[config.mk]
export PLATFORM = sky130hd
export DESIGN_NAME = par_serial_tx
export DESIGN_NICKNAME = d
export VERILOG_FILES = /design/src/rtl/par_serial_tx.sv
export SDC_FILE = /design/constraint.sdc
export NUM_CORES = 1
export LEC_CHECK = 0
export CORE_MARGIN = 3
export CORE_UTILIZATION = 50
export CTS_CLUSTER_DIAMETER = 100
export DETAILED_ROUTE_END_ITERATION = 10
export PLACE_DENSITY_LB_ADDON = 0.15
export SKIP_CTS_REPAIR_TIMING = 1
export SYNTH_ARGS = -nofsm -noshare
export SYNTH_HDL_FRONTEND = slang
export SYNTH_SLANG_ARGS = --single-unit
[constraint.sdc]
create_clock -name clk_32f -period 3.3 [get_ports clk_32f]
set_input_delay 0.495 -clock clk_32f [delete_from_list [all_inputs] [get_ports clk_32f]]
set_output_delay 0.495 -clock clk_32f [all_outputs]
set_load 0.01 [all_outputs]
[src/rtl/par_serial_tx.sv]
// Parallel-to-serial symbol transmitter: sends IDLE_SYM during an initial sync
// run and whenever no byte is pending, otherwise sends accepted bytes MSB first.
module par_serial_tx #(
  parameter logic [7:0]  IDLE_SYM = 8'hBC,
  parameter int unsigned SYNC_CNT = 4
) (
  input  logic       clk_32f,
  input  logic       reset,
  input  logic [7:0] data_in,
  input  logic       valid_in,
  output logic       ready_out,
  output logic       data_out,
  output logic       sym_is_data,
  output logic       byte_start
);

  localparam int unsigned SymW = 8;
  localparam int unsigned BitW = 3;
  localparam int unsigned SynW = 4;

  typedef enum logic {
    ST_SYNC,
    ST_ACTIVE
  } state_e;

  state_e            state_q, state_d;
  logic [SymW-1:0]   shreg_q, shreg_d;
  logic [SymW-1:0]   hold_q, hold_d;
  logic              full_q, full_d;
  logic [BitW-1:0]   bit_cnt_q, bit_cnt_d;
  logic [SynW-1:0]   sync_cnt_q, sync_cnt_d;
  logic              sym_q, sym_d;
  logic              ready_q, ready_d;
  logic              bstart_q, bstart_d;
  logic              boundary_c;
  logic              xfer_c;

  assign boundary_c  = (bit_cnt_q == BitW'(7));
  assign xfer_c      = valid_in && ready_q;

  assign data_out    = shreg_q[SymW-1];
  assign ready_out   = ready_q;
  assign sym_is_data = sym_q;
  assign byte_start  = bstart_q;

  always_ff @(posedge clk_32f or posedge reset) begin
    if (reset) begin
      state_q    <= ST_SYNC;
      shreg_q    <= IDLE_SYM;
      hold_q     <= '0;
      full_q     <= 1'b0;
      bit_cnt_q  <= '0;
      sync_cnt_q <= '0;
      sym_q      <= 1'b0;
      ready_q    <= 1'b0;
      bstart_q   <= 1'b1;
    end else begin
      state_q    <= state_d;
      shreg_q    <= shreg_d;
      hold_q     <= hold_d;
      full_q     <= full_d;
      bit_cnt_q  <= bit_cnt_d;
      sync_cnt_q <= sync_cnt_d;
      sym_q      <= sym_d;
      ready_q    <= ready_d;
      bstart_q   <= bstart_d;
    end
  end

  always_comb begin
    state_d    = state_q;
    shreg_d    = {shreg_q[SymW-2:0], 1'b0};
    hold_d     = hold_q;
    full_d     = full_q;
    bit_cnt_d  = BitW'(bit_cnt_q + BitW'(1));
    sync_cnt_d = sync_cnt_q;
    sym_d      = sym_q;

    // Symbol boundary: pending byte wins over the idle symbol once active.
    if (boundary_c) begin
      if (full_q && (state_q == ST_ACTIVE)) begin
        shreg_d = hold_q;
        full_d  = 1'b0;
        sym_d   = 1'b1;
      end else begin
        shreg_d = IDLE_SYM;
        sym_d   = 1'b0;
      end
      if (state_q == ST_SYNC) begin
        sync_cnt_d = SynW'(sync_cnt_q + SynW'(1));
        if (sync_cnt_q == SynW'(SYNC_CNT - 1)) begin
          state_d = ST_ACTIVE;
        end
      end
    end

    // ready_q is low whenever hold is full, so this never collides with the unload.
    if (xfer_c) begin
      hold_d = data_in;
      full_d = 1'b1;
    end

    ready_d  = (state_d == ST_ACTIVE) && !full_d;
    bstart_d = (bit_cnt_d == BitW'(0));
  end

endmodule

==> impl_metrics.tcl <==
set metrics [dict create \
    path_clk_slew_ns 0.15 \
    top_layer "met4" \
    drt-wirelength-per-cell_um 13.2 \
    die_y_um 52.3 \
    ys_ff_latch 28 \
    vias 591 \
    power_density_nw_per_um2 533 \
    final_util_pct 64.4 \
    setup_viol 0 \
    met3RoutedLength_um 58 \
    cts.sinks 28 \
    whs_ns 0.465 \
    power.leakage_uw 0.000585 \
    area.sequential_um2 708 \
    grt_pass1_vias 617 \
    cp.required_ns 2.80 \
    hold_path_class "flop to flop" \
    skew_ns 0.00669 \
    drc 0 \
    start_util_pct 53.4 \
    area_delta_synth_final_pct 20.5 \
    vdd_ir_drop_max_mv 0.321 \
    antenna_found_initial 0 \
    crit_fanout 1 \
    cts_tree "built" \
    r2r_cells 4 \
    cts_max_path_buffers 2 \
    whs_endpoint "bit_cnt_q[0]$_DFF_PP0_" \
    critPathBufInv 1 \
    min_from "bit_cnt_q[0]$_DFF_PP0_" \
    cpPeakStageDelay_ns 0.54 \
    hold_violations 0 \
    finalCriticalPeriod_ns 1.89 \
    cp-start-kind "flop" \
    cts-root-buf "clkbuf_4" \
    nFillCells 146 \
    io_pins 15 \
    antenna_cells 0 \
    dp_hpwl_um 1110 \
    first_pass_iters 3 \
    max_cap_violations 0 \
    met1_length_um 711 \
    multi_input_area_um2 332 \
    maxSlewHeadroom_pct 33.0 \
    regToRegEndpoint "sync_cnt_q[1]$_DFFE_PP0P_" \
    grt_overflow 0 \
    path_delay_family "flip-flops" \
    avgSynthCellArea_um2 14.3 \
    grt_setup_unrepaired "no" \
    crit_arrival_ns 1.40 \
    seq_area_frac_synth_pct 66.2 \
    path_class "flop to output pin" \
    numCtsBuffers 3 \
    drv_slew 0 \
    holdPathStages 1 \
    drt-initial-drc-count 7 \
    grt_max_degree 29 \
    crit_start "byte_start$_DFF_PP1_" \
    synth_warnings 0 \
    io_buffers 14 \
    synth_fp_nets 90 \
    crit_path_cell_trace "clkdlybuf4s50_1" \
    insertion_delay_ns 0.33 \
    gp_congestion 0.690 \
    setup_tns_ns 0 \
    netlist_area_um2 1070 \
    worst_path_max_delay_cell "dfstp_2" \
    std_cell_rows 16 \
    drive_gt1_share_pct 23.9 \
    worstMarginPinSlew_ns 1.00 \
    core_area_um2 2000 \
    ant_nets 0 \
    viasPerCell 4.97 \
    nNetsFinal 108 \
    met2_length_um 756 \
    fp.dieW_um 52.3 \
    postSynthCellCount 75 \
    track_usage_pct 14.3 \
    max_freq_ghz 0.529 \
    reg2reg_from "bit_cnt_q[0]$_DFF_PP0_" \
    ys_types 22 \
    grt_pass1_wl_um 2740 \
    end_kind "output pin" \
    htreeDepth 1 \
    status "complete, no violations" \
    reg2reg_slack_ns 1.63 \
    period_share_pct 57.3 \
    drt_wl_total_um 1580 \
    die_area_um2 2730 \
]
[kinds of logic after synthesis]
logic type | Yosys count | synth area share (%)
AND/OR/NAND/NOR | 15 | 7.72
buffers and inverters | 7 | 2.81
AO/OA/AOI/OAI | 9 | 6.67
multiplexers | 9 | 9.47
adder cells (fa/ha/maj) | 4 | 4.68
flip-flops | 28 | 66.2
XOR/XNOR | 3 | 2.46
[sequential cells by signal (all words and copies together) (netlist names), 3 cells and up]
name / flops
hold_q: 8
shreg_q: 8
sync_cnt_q: 4
bit_cnt_q: 3
[per-layer routing]
| metal | up-vias | global-route usage (%) |
|---|---|---|
| li1 | 285 | - |
| met1 | 288 | 17.1 |
| met2 | 13 | 23.2 |
| met3 | 5 | 2.56 |
| met4 | 0 | 10.2 |
| met5 | - | 0 |
[layout make-up]
class | instances | area share [%]
Clock inverter | 1 | 2.33
Tap cell | 27 | 2.62
Inverter | 6 | 1.75
Sequential cell | 28 | 55.0
Multi-Input combinational cell | 40 | 25.7
Clock buffer | 3 | 1.75
Timing Repair Buffer | 14 | 10.9
[cells in the mapped netlist, drive strengths merged]
library cell | count | area (µm²)
and2 | 1 | 6.26
and3 | 2 | 12.5
buf | 1 | 7.51
dfrtp | 22 | 551
dfstp | 6 | 158
ha | 4 | 50.1
inv | 6 | 22.5
mux2 | 9 | 101
nand2 | 7 | 28.8
nand3 | 1 | 10.0
nand4 | 1 | 6.26
nor2 | 1 | 3.75
nor2b | 2 | 15.0
o21ai | 3 | 15.0
o22a | 5 | 43.8
o31ai | 1 | 12.5
xnor2 | 1 | 8.76
xor2 | 2 | 17.5
[per-stage QoR]
step	power [µW]	cells	setup WS [ns]	area, µm²
after detailed placement	474	115	1.54	1240
after global routing	720	119	1.35	1290
final	687	119	1.41	1290
after CTS	695	119	1.39	1290
after floorplan	442	75	1.94	1070
after global placement	469	115	1.57	1240
[how the worst max path moves through the flow]
stage / endpoint / depth (start not counted)
after floorplan: sync_cnt_q[1]$_DFFE_PP0P_ / 4
after global placement: sym_is_data$_DFFE_PP0N_ / 2
after detailed placement: hold_q[2]$_DFFE_PP0P_ / 2
after CTS: byte_start / 1
final: byte_start / 1
after global routing: byte_start / 1
[power by group]
part / internal (µW) / total (µW) / switching [µW] / leakage, µW
Combinational: 42.3 / 66.4 / 24.0 / 0.000231
Sequential: 384 / 399 / 14.3 / 0.000326
Clock: 123 / 222 / 98.9 / 0.0000279
[placed cells by master (no fill, tap or decap), drive strengths merged, types with 2 or more instances in the layout]
cell type,n
nand2,7
ha,4
xor2,2
o22a,5
mux2,9
dfrtp,22
nor2b,2
inv,6
clkdlybuf4s50,14
dfstp,6
o21ai,3
and3,2
clkbuf,3
Note: power is estimated with default switching activity, not from simulation.
